## src/rtl/armleocpu_writeback.sv

```systemverilog
// armleocpu_writeback: final pipeline stage that retires ALU results and load data into the regfile write port.
//   clk, rst_n                      : clock, async active-low reset
//   e_valid/e_ready                 : accept handshake from execute (e_ready only in IDLE)
//   e_rd_write/e_rd_addr/e_result   : destination and ALU result
//   e_is_load/e_load_type/e_addr_lo : load descriptor (funct3, low address bits)
//   m_rvalid/m_rdata/m_err          : load response from data memory
//   rd_write/rd_addr/rd_wdata       : registered single-cycle regfile write
//   load_pending                    : load outstanding, for hazard logic
//   load_fault/load_fault_rd        : single-cycle fault pulse on error or timeout
module armleocpu_writeback #(
  parameter int LOAD_TIMEOUT = 255
) (
  input  logic        clk,
  input  logic        rst_n,
  input  logic        e_valid,
  output logic        e_ready,
  input  logic        e_rd_write,
  input  logic [4:0]  e_rd_addr,
  input  logic [31:0] e_result,
  input  logic        e_is_load,
  input  logic [2:0]  e_load_type,
  input  logic [1:0]  e_addr_lo,
  input  logic        m_rvalid,
  input  logic [31:0] m_rdata,
  input  logic        m_err,
  output logic        rd_write,
  output logic [4:0]  rd_addr,
  output logic [31:0] rd_wdata,
  output logic        load_pending,
  output logic        load_fault,
  output logic [4:0]  load_fault_rd
);
  typedef enum logic {IDLE, WAIT_LOAD} state_t;
  localparam logic [15:0] TO_LAST = 16'(LOAD_TIMEOUT - 1);
  state_t      state_q, state_d;
  logic [15:0] cnt_q, cnt_d;
  logic        lw_q, lw_d;
  logic [4:0]  lrd_q, lrd_d;
  logic [2:0]  ltype_q, ltype_d;
  logic [1:0]  llo_q, llo_d;
  logic        rd_write_q, rd_write_d;
  logic [4:0]  rd_addr_q, rd_addr_d;
  logic [31:0] rd_wdata_q, rd_wdata_d;
  logic        fault_q, fault_d;
  logic [4:0]  frd_q, frd_d;
  logic [7:0]  byte_v;
  logic [15:0] half_v;
  logic [31:0] load_data;
  assign byte_v = m_rdata[{llo_q, 3'b000} +: 8];
  assign half_v = llo_q[1] ? m_rdata[31:16] : m_rdata[15:0];
  // reserved funct3 encodings fall through to the full word
  assign load_data = ltype_q == 3'b000 ? {{24{byte_v[7]}}, byte_v} :
                     ltype_q == 3'b100 ? {24'b0, byte_v} :
                     ltype_q == 3'b001 ? {{16{half_v[15]}}, half_v} :
                     ltype_q == 3'b101 ? {16'b0, half_v} : m_rdata;
  assign e_ready       = state_q == IDLE;
  assign load_pending  = state_q == WAIT_LOAD;
  assign rd_write      = rd_write_q;
  assign rd_addr       = rd_addr_q;
  assign rd_wdata      = rd_wdata_q;
  assign load_fault    = fault_q;
  assign load_fault_rd = frd_q;
  always_comb begin
    state_d    = state_q;
    cnt_d      = cnt_q;
    lw_d       = lw_q;
    lrd_d      = lrd_q;
    ltype_d    = ltype_q;
    llo_d      = llo_q;
    rd_write_d = 1'b0;
    rd_addr_d  = rd_addr_q;
    rd_wdata_d = rd_wdata_q;
    fault_d    = 1'b0;
    frd_d      = frd_q;
    if (state_q == IDLE) begin
      if (e_valid && !e_is_load) begin
        rd_write_d = e_rd_write && e_rd_addr != 5'd0;
        rd_addr_d  = e_rd_addr;
        rd_wdata_d = e_result;
      end else if (e_valid) begin
        lw_d    = e_rd_write;
        lrd_d   = e_rd_addr;
        ltype_d = e_load_type;
        llo_d   = e_addr_lo;
        cnt_d   = '0;
        state_d = WAIT_LOAD;
      end
    end else if (m_rvalid) begin
      state_d = IDLE;
      if (m_err) begin
        fault_d = 1'b1;
        frd_d   = lrd_q;
      end else begin
        rd_write_d = lw_q && lrd_q != 5'd0;
        rd_addr_d  = lrd_q;
        rd_wdata_d = load_data;
      end
    end else if (cnt_q == TO_LAST) begin
      // this cycle completes the allowed wait; a response here would have won above
      state_d = IDLE;
      fault_d = 1'b1;
      frd_d   = lrd_q;
    end else begin
      cnt_d = cnt_q + 16'd1;
    end
  end
  always_ff @(posedge clk or negedge rst_n) begin
    if (!rst_n) begin
      state_q    <= IDLE;
      cnt_q      <= '0;
      lw_q       <= 1'b0;
      lrd_q      <= '0;
      ltype_q    <= '0;
      llo_q      <= '0;
      rd_write_q <= 1'b0;
      rd_addr_q  <= '0;
      rd_wdata_q <= '0;
      fault_q    <= 1'b0;
      frd_q      <= '0;
    end else begin
      state_q    <= state_d;
      cnt_q      <= cnt_d;
      lw_q       <= lw_d;
      lrd_q      <= lrd_d;
      ltype_q    <= ltype_d;
      llo_q      <= llo_d;
      rd_write_q <= rd_write_d;
      rd_addr_q  <= rd_addr_d;
      rd_wdata_q <= rd_wdata_d;
      fault_q    <= fault_d;
      frd_q      <= frd_d;
    end
  end
endmodule

```

## config.mk

```make
export PLATFORM = sky130hd
export DESIGN_NAME = armleocpu_writeback
export DESIGN_NICKNAME = d
export VERILOG_FILES = /design/src/rtl/armleocpu_writeback.sv
export SDC_FILE = /design/constraint.sdc
export NUM_CORES = 1
export LEC_CHECK = 0
export ABC_AREA = 1
export BUFFER_PORTS_ARGS = -buffer_cell sky130_fd_sc_hd__buf_2
export CAP_MARGIN = 20
export CORE_MARGIN = 2
export CORE_UTILIZATION = 57
export DETAILED_ROUTE_END_ITERATION = 8
export PLACE_DENSITY = 0.86
export SYNTH_ARGS = -nofsm -noshare
export SYNTH_HDL_FRONTEND = slang
export SYNTH_SLANG_ARGS = --single-unit
export TNS_END_PERCENT = 50
```

## constraint.sdc

```tcl
create_clock -name clk -period 4.36 [get_ports clk]
set_input_delay 0.872 -clock clk [delete_from_list [all_inputs] [get_ports clk]]
set_output_delay 0.872 -clock clk [all_outputs]
set_load 0.01 [all_outputs]
```

==> results of run 1 <==
[worst max-delay path, stage by stage, from the launching register on]
cell     delay, ns
dfrtp_2       0.39
buf_4         0.66
buf_2         0.26
[state kept, by name, indices dropped and copies added, names as in the netlist]
register / flops
lrd_q: 5
load_fault_rd: 5
lw_q: 1
load_fault: 1
llo_q: 2
load_pending: 1
cnt_q: 16
rd_write: 1
rd_addr: 5
rd_wdata: 32
ltype_q: 3
[cells by family (layout without fill, tap and decap cells)]
logic type               Yosys count  after routing  share of synthesized area (%)
other                              0              1                              0
buffers and inverters            100            211                           9.02
AO/OA/AOI/OAI                     76             76                           8.61
XOR/XNOR                           2              2                          0.385
flip-flops                        72             72                           39.6
AND/OR/NAND/NOR                  453            453                           41.6
multiplexers                       1              1                          0.248
adder cells (fa/ha/maj)            2              2                          0.550
[layout make-up]
cell class / instances / area share [%]
tap: 102 / 2.39
sequential: 72 / 33.7
timing repair buffer: 129 / 12.2
clock inverter: 6 / 0.843
antenna: 1 / 0.0468
inverter: 66 / 4.64
multi-input combinational: 534 / 43.7
clock buffer: 10 / 2.39
[power groups by stage]
stage                     clock [W]  combinational, W  sequential [W]
after floorplan                   0          0.000427        0.000958
after global placement            0          0.000705        0.000925
after detailed placement          0          0.000722        0.000932
after CTS                  0.000478          0.000726        0.000919
after global routing       0.000511          0.000821        0.000940
final                      0.000469          0.000727        0.000921
[stage by stage]
| stage | power (W) | instance area (um^2) | setup slack [ns] | instances | hold slack [ns] |
|---|---|---|---|---|---|
| global route | 0.00227 | 5340 | 1.61 | 920 | 0.498 |
| CTS | 0.00212 | 5340 | 1.80 | 919 | 0.477 |
| finish | 0.00212 | 5340 | 1.83 | 920 | 0.471 |
| floorplan | 0.00138 | 4550 | 2.62 | 706 | 0.453 |
| detailed placement | 0.00165 | 5170 | 1.61 | 903 | 0.455 |
| global placement | 0.00163 | 5170 | 1.69 | 903 | 0.450 |
[synthesized netlist by cell type]
library cell  number  area (um^2)
nor2_4             5         56.3
xor2_1             2         17.5
dfrtp_1           72         1800
buf_6              1         11.3
buf_1              6         22.5
ha_1               2         25.0
inv_1             61          229
buf_2             16         80.1
inv_2              4         15.0
clkinv_1           1         3.75
nand3_1           85          425
or2_2              2         12.5
nor3b_1            1         7.51
nand2_2            2         12.5
nand2_1          250          938
buf_4              2         15.0
clkbuf_1           9         33.8
a31oi_1            5         31.3
nand3b_1           1         7.51
mux2_2             1         11.3
o21ai_0           52          260
nor3_1             1         5.00
a21oi_1           17         85.1
nand2_4            1         11.3
nand4_1            8         50.1
nor2_1            97          364
o211ai_1           2         15.0
[layout by cell type (no fill, tap or decap)]
master	Yosys	final
inv_1	61	61
nand4_1	8	8
a31oi_1	5	5
nor3b_1	1	1
xor2_1	2	2
nand2_4	1	1
buf_4	2	3
or2_2	2	2
clkbuf_1	9	1
inv_8	0	1
clkinvlp_4	0	2
nand2_2	2	2
clkinv_1	1	1
nand3_1	85	85
o211ai_1	2	2
buf_2	16	126
dfrtp_1	72	71
nor2_1	97	97
nor3_1	1	1
inv_2	4	4
ha_1	2	2
dfrtp_2	0	1
nand2_1	250	250
clkinv_2	0	2
clkinv_4	0	1
nor2_4	5	5
o21ai_0	52	52
diode_2	0	1
a21oi_1	17	17
clkbuf_8	0	9
mux2_2	1	1
nand3b_1	1	1
[how the worst max path moves through the flow]
stage / start / endpoint / slack (ns) / cells after the start
2_1_floorplan: m_rdata[31] / rd_wdata[13] / 2.62 / 9
3_3_place_gp: e_valid / cnt_q[7] / 1.69 / 7
3_5_place_dp: e_valid / cnt_q[7] / 1.61 / 7
4_1_cts: load_pending / load_pending / 1.80 / 2
5_1_grt: load_pending / cnt_q[5] / 1.61 / 5
6_report: load_pending / load_pending / 1.83 / 2
[routing by layer]
layer	wire length, um	global-route usage (%)
met5	0	0
met3	945	5.48
met2	6030	51.0
met1	5520	41.3
met4	287	9.31
==> flow_summary.ini, run 1 <==
[status]
status = complete, no violations

[clock_tree]
post_cts_resize_count = 0
cts_buffers = 9
cts.path.max_buffers = 2
clock_latency_ns = 0.35
clock-root-buffer = clkbuf_8
cts_max_level = 3
cts_setup_buffers = 0
cts_tree = done
clock_sinks = 72
ctsHoldBuffers = 0
path_clk_slew_ns = 0.09

[sta]
finalCritPeriodShare_pct = 58.0
setup_viol = 0
slew_headroom_pct = 36.1
max_freq_ghz = 0.395
hold_viol = 0
worstMarginPinSlew_ns = 0.957
tns_ns = 0
rsz0062_at_grt = false
final.setup_skew_ns = 0.0123
slew_violations = 0
min_period_ns = 2.53

[power]
seq_power_share_pct = 43.5
p_comb_share_pct = 34.3
p_leak_nw = 2.95
power.switching_w = 0.000829
p_clk_share_pct = 22.1
cell_internal_pwr_w = 0.00129
ir_worst_vdd_uv = 259
power_density_mw_per_mm2 = 396
p_sw_share_pct = 39.2

[detailed_routing]
drt_iter0_drc = 355
remaining_drc_errors = 0
drtAntennaViolNets = 0
wl_per_cell_um = 13.9
num_vias = 4904
first_pass_iters = 5
wirelength_um = 12800
vias_per_cell = 5.33

[die]
ios = 127
core_mm2 = 0.00773
die_height_um = 93.3
std_cell_rows = 32
start_util_pct = 58.9
die_w_um = 93.3
die_area_mm2 = 0.00871

[logic_synthesis]
synthCells = 706
yosys_warnings = 0
synth_cell_types = 27
netlist_area_mm2 = 0.00455
syn_avg_cell_area_um2 = 6.44
syn_nets = 789
ys_seq_elements = 72
ys_seq_area_share_pct = 39.6

[worst_setup_path]
critPathRequiredTime_ns = 3.49
worst-r2r-cell-count = 5
cp.arrival_ns = 1.66
crit_path_start_kind = flip-flop
r2r-end = cnt_q[5]
r2r_start = load_pending
cp-end-kind = primary output
critical_path_class = flip-flop to primary output
cp_max_fo = 84
r2r_slack_ns = 1.95

[min_path]
min_from = load_fault_rd[0]
worstHoldEndpoint = load_fault_rd[0]
hold_path_class = flip-flop to flip-flop
hold_depth = 2

[global_routing]
grt_overflow = 0
grtUsageTotal_pct = 30.8
antenna_found_initial = 1
grt_pass1_wl_um = 21300
grt_pass1_vias = 4582
grt_start_max_net_pins = 85

[final_layout]
layout.nets = 895
drive_gt1_share_pct = 19.6
nFillCells = 679
multi_input_area_mm2 = 0.00234
area.growth.synth_to_final_pct = 17.5
final_core_util_pct = 69.1
seqCellArea_mm2 = 0.00180

[place]
gp_congestion = 0.991
place.detailed.hpwl_um = 9310
io_buffers = 126

[job]
cap_viol_max_count = 0
Power figures use the tool's default switching activity.
==> inputs of run 2 (changes only) <==
Settings changed: ABC_AREA 1 to 0, CORE_UTILIZATION 57 to 46, PLACE_DENSITY 0.86 to 0.76.
Clock period 4.36 ns to 2.3 ns, I/O delays scaled along.
==> run 2 against run 1 <==
Utilization decreased by 10 points. Clock-buffer cell count fell by 1. Final cell count shrank 29%. Sequential cell count unchanged. Clock power up 90%. Total power grew 84%. Non-clock buffer count rose by 10. Synthesized area shrank 14%. Critical path type is now flip-flop to flip-flop.
==> flow_summary.ini, run 2 <==
[detailed_routing]
num_vias = 3922
remaining_drc_errors = 0
drtAntennaViolNets = 0
wirelength_um = 11400
wl_per_cell_um = 17.6
drt_iter0_drc = 333
vias_per_cell = 6.04
first_pass_iters = 6

[worst_setup_path]
cp.arrival_ns = 2.38
cp_max_fo = 14
r2r_slack_ns = 0.20
critical_path_class = flip-flop to flip-flop
crit_path_start_kind = flip-flop
cp-end-kind = flip-flop
critPathRequiredTime_ns = 2.57

[status]
status = complete, no violations

[logic_synthesis]
synth_edf_count = 0
synth_top_family_by_area = compound AO/OA/AOI/OAI gates
synth_compound_area_share_pct = 22.4
yosys.area_share.simple_pct = 20.0
synth_adder_area_share_pct = 0.641
synth_xor_area_share_pct = 0.224
synth-async-reset-ratio_pct = 100
ys_seq_area_share_pct = 46.2
yosys_warnings = 0
yosysTopAreaCellShare_pct = 46.2
yosysMostFrequentCell = dfrtp_1
synth_cell_types = 55
syn_avg_cell_area_um2 = 9.27
syn_nets = 504
netlist_area_mm2 = 0.00390
yosys-top-cells-count = dfrtp_1 (72), nor2_1 (68), nand2_1 (43)
yosysTopAreaCell = dfrtp_1
muxShareOfSynthArea_pct = 6.44
synthCells = 421
ys_seq_elements = 72
netlist_top_cells_area = dfrtp_1 (46%), nor2_1 (6.5%), a221oi_1 (5.4%)
ys.flop_type = dfrtp_1

[place]
place_inst = 633
place_ws_ns = 0.244
placed_area_mm2 = 0.00467
gp_congestion = 0.864
io_buffers = 126
place.detailed.hpwl_um = 8360

[final_layout]
design_area_mm2 = 0.00484
layout_common_cells = buf_2 (126), dfrtp_1 (72), nor2_1 (68), nand2_1 (43), o21ai_0 (30)
final_common_cell = buf_2
instances_no_fill = 649
drive_gt1_share_pct = 32.9
multi_input_area_mm2 = 0.00196
diodes = 0
largest_reg_flops = 32
nFillCells = 767
layout.nets = 622
seqCellArea_mm2 = 0.00180
area.growth.synth_to_final_pct = 23.9

[clock_tree]
cts_tree = done
cts.path.max_buffers = 2
cts_buffers = 9
cts_max_level = 3
ctsHoldBuffers = 0
path_clk_slew_ns = 0.08
post_cts_resize_count = 0
clock-root-buffer = clkbuf_8
clock_sinks = 72
clock_latency_ns = 0.35
cts_setup_buffers = 0

[die]
die_height_um = 96.1
core_mm2 = 0.00822
ios = 127
start_util_pct = 47.5
die_area_mm2 = 0.00924
die_w_um = 96.1
std_cell_rows = 33

[sta]
max_freq_ghz = 0.475
final.setup_skew_ns = 0.0137
hold_viol = 0
setup_viol = 0
slew_headroom_pct = 56.4
finalCritPeriodShare_pct = 91.5
worstMarginPinSlew_ns = 0.650
rsz0062_at_grt = false
tns_ns = 0
slew_violations = 0
setup_ws_ns = 0.196
min_period_ns = 2.10

[global_routing]
grt_start_max_net_pins = 73
grt_pass1_wl_um = 17900
grt_pass1_vias = 3518
antenna_found_initial = 0
grt_overflow = 0
grtUsageTotal_pct = 25.4

[power]
finalPower_w = 0.00389
p_clk_share_pct = 22.9
seq_power_share_pct = 44.4
ir_worst_vdd_uv = 431
cell_internal_pwr_w = 0.00248
power.switching_w = 0.00141
power_density_mw_per_mm2 = 804
p_leak_nw = 2.22
p_comb_share_pct = 32.7
p_sw_share_pct = 36.2

[job]
cap_viol_max_count = 0

[min_path]
hold_path_class = primary input to asynchronous set/reset pin
run 2: cell types whose count changed after synthesis, moves of 14 or more:
cell      change
nor2_1       -29
a221oi_1     +24
nand3_1      -81
clkbuf_1     +14
inv_1        -56
mux2i_1      +15
o21ai_0      -22
nand2_1     -207
run 2: metal layers:
| metal | share of wire [%] | GRT usage, % | vias to the layer above |
|---|---|---|---|
| li1 | - | - | 1800 |
| met1 | 43 | 37.0 | 1918 |
| met2 | 47 | 38.0 | 173 |
| met3 | 6.7 | 3.13 | 31 |
| met4 | 2.8 | 11.1 | 0 |
| met5 | 0 | 0 | - |
run 2: logic make-up after synthesis:
group	after synthesis
buf+inv	39
simple gates	159
xor+xnor	1
fa+ha+maj	2
compound gates	125
flops	72
mux	23
run 2: worst max-delay path: stages, from the launching register on:
cell and delay (ns):
dfrtp_1 0.45, inv_1 0.09, ha_1 0.15, or3b_2 0.49, nor4_4 0.51, o21ai_0 0.20, a21oi_1 0.15
run 2: layout make-up:
class                           count  share of cell area [%]
Timing Repair Buffer              139                    15.6
Inverter                            7                   0.543
Sequential cell                    72                    37.2
Clock inverter                      7                   0.931
Tap cell                          105                    2.72
Multi-Input combinational cell    310                    40.4
Clock buffer                        9                    2.56
run 2: worst paths after layout:
kind | from | cells past startpoint | end
worst max-delay path | cnt_q[0] | 6 | cnt_q[7]
worst min-delay path | rst_n | 2 | rd_wdata[11]
worst max register to register | cnt_q[0] | 6 | cnt_q[7]
worst min register to register | load_fault_rd[1] | 1 | load_fault_rd[1]
max in group asynchronous | rst_n | 2 | ltype_q[1]
min in group clk | e_load_type[0] | 3 | ltype_q[0]
run 2: power groups by stage:
stage | Clock, W | Combinational (W) | Sequential, W
final | 0.000892 | 0.00127 | 0.00173
after global routing | 0.000965 | 0.00140 | 0.00176
after CTS | 0.000908 | 0.00127 | 0.00172
after detailed placement | 0 | 0.00127 | 0.00175
after global placement | 0 | 0.00123 | 0.00173
after floorplan | 0 | 0.000650 | 0.00181
run 2: metrics by stage:
stage | hold WS (ns) | utilization, %
3_3_place_gp | 0.487 | 56.8
4_1_cts | 0.142 | 58.9
6_report | 0.132 | 58.9
2_1_floorplan | 0.164 | -
5_1_grt | 0.148 | 58.9
3_5_place_dp | 0.491 | 56.8
==> inputs of run 3 (changes only) <==
==> constraint.sdc (replaced) <==
create_clock -name clk -period 2.3 [get_ports clk]
set_input_delay 0.23 -clock clk [delete_from_list [all_inputs] [get_ports clk]]
set_output_delay 0.23 -clock clk [all_outputs]
set_load 0.01 [all_outputs]
==> run 3 against run 2 <==
Final area increased by 0.75%. Clock-buffer cell count up 1. Clock skew down 0.0031 ns. Combinational power is essentially flat. Critical path depth unchanged. Worst setup slack better by 0.038 ns. Hold slack worse by 0.064 ns. Sequential share of layout area fell by 0.28 points. Die area stayed put. Final cell count grew 0.15%. Critical endpoint unchanged.
==> flow_summary.ini, run 3 (synthesis gave the netlist of run 2 again) <==
[final_layout]
multi_input_area_mm2 = 0.00196
layout.nets = 623
layout_common_cells = buf_2 (126), dfrtp_1 (72), nor2_1 (68), nand2_1 (43), o21ai_0 (30)
area.growth.synth_to_final_pct = 24.8
diodes = 0
largest_reg_flops = 32
drive_gt1_share_pct = 32.7
instances_no_fill = 650
nFillCells = 758
seqCellArea_mm2 = 0.00180
final_common_cell = buf_2
design_area_mm2 = 0.00487

[detailed_routing]
num_vias = 3835
drt_iter0_drc = 290
drtAntennaViolNets = 0
wl_per_cell_um = 17.2
wirelength_um = 11200
remaining_drc_errors = 0
vias_per_cell = 5.90
first_pass_iters = 5

[global_routing]
grt_pass1_wl_um = 17700
antenna_found_initial = 0
grt_overflow = 0
grt_pass1_vias = 3518
grtUsageTotal_pct = 25.0
grt_start_max_net_pins = 47

[worst_setup_path]
slowest_stage = or3b_2
slowest_delay_ns = 0.49
cp.arrival_ns = 2.34
critPathRequiredTime_ns = 2.58
crit_path_start_kind = flip-flop
critical_path_class = flip-flop to flip-flop
path_cells = inv_1 -> ha_1 -> or3b_2 -> nor4_4 -> o21ai_0 -> a21oi_1
cp-end-kind = flip-flop
cp_max_fo = 14

[clock_tree]
cts_setup_buffers = 0
post_cts_resize_count = 0
clock-root-buffer = clkbuf_8
cts_buffers = 9
clock_latency_ns = 0.35
path_clk_slew_ns = 0.08
cts_max_level = 3
cts.path.max_buffers = 2
cts_tree = done
clock_sinks = 72

[place]
io_buffers = 126
place_inst = 633
placed_area_mm2 = 0.00467
gp_congestion = 0.906
place.detailed.hpwl_um = 8160

[sta]
finalCritPeriodShare_pct = 89.8
min_period_ns = 2.07
slew_violations = 0
max_freq_ghz = 0.484
tns_ns = 0
worstMarginPinSlew_ns = 0.609
rsz0062_at_grt = false
setup_viol = 0
hold_viol = 0
slew_headroom_pct = 59.1
final.setup_skew_ns = 0.0106

[power]
ir_worst_vdd_uv = 354
p_leak_nw = 2.22
finalPower_w = 0.00401
power_density_mw_per_mm2 = 823

[die]
start_util_pct = 47.5
core_mm2 = 0.00822
die_w_um = 96.1
std_cell_rows = 33
ios = 127
die_area_mm2 = 0.00924
die_height_um = 96.1

[job]
cap_viol_max_count = 0

[min_path]
hold_path_class = primary input to flip-flop

[status]
status = complete, no violations
## run 3: worst paths after layout
kind | end | slack, ns | cells after the start | from
min in group asynchronous | rd_wdata[11] | 0.42 | 2 | rst_n
max in group asynchronous | load_fault_rd[3] | 1.23 | 3 | rst_n
worst min-delay path | ltype_q[0] | 0.07 | 3 | e_load_type[0]
worst max register to register | cnt_q[7] | 0.23 | 6 | cnt_q[0]
worst min register to register | load_fault_rd[0] | 0.51 | 1 | load_fault_rd[0]
worst max-delay path | cnt_q[7] | 0.23 | 6 | cnt_q[0]
## run 3: through the flow
stage	setup WS, ns	util [%]	hold slack, ns
after global routing	0.0177	59.3	0.0737
after global placement	0.332	56.8	0.257
after detailed placement	0.277	56.8	0.276
final	0.234	59.3	0.0676
after CTS	0.246	59.3	0.0558
after floorplan	0.430	-	-0.0656
## run 3: timing repair
action / 4_1_cts / 5_1_grt
hold endpoints to repair: 22 / 0
setup endpoints to repair: 0 / 0
hold buffers: 1 / 0
## run 3: area by class of cell
class	count	area share, %
Tap cell	105	2.70
Timing Repair Buffer	140	15.7
Clock inverter	6	1.39
Inverter	7	0.539
Sequential cell	72	37.0
Clock buffer	10	2.62
Multi-Input combinational cell	310	40.1
## run 3: power by group
part           internal (W)  switching (W)
Combinational      0.000555       0.000697
Clock              0.000508       0.000525
Sequential          0.00154       0.000191
Total               0.00260        0.00141
## run 3: routing by layer
| layer | GRT usage (%) | up-vias | wire length [um] |
|---|---|---|---|
| li1 | - | 1803 | - |
| met1 | 35.7 | 1855 | 5130 |
| met2 | 38.5 | 157 | 5250 |
| met3 | 3.29 | 20 | 626 |
| met4 | 10.1 | 0 | 204 |
| met5 | 0 | - | 0 |
## run 3: critical path, delay by kind of cell (launching register included)
family                   cells  cell delay [ns]
buffers and inverters        1             0.08
AND/OR/NAND/NOR              2             0.97
AO/OA/AOI/OAI                2             0.35
adder cells (fa/ha/maj)      1             0.15
flip-flops                   1             0.45
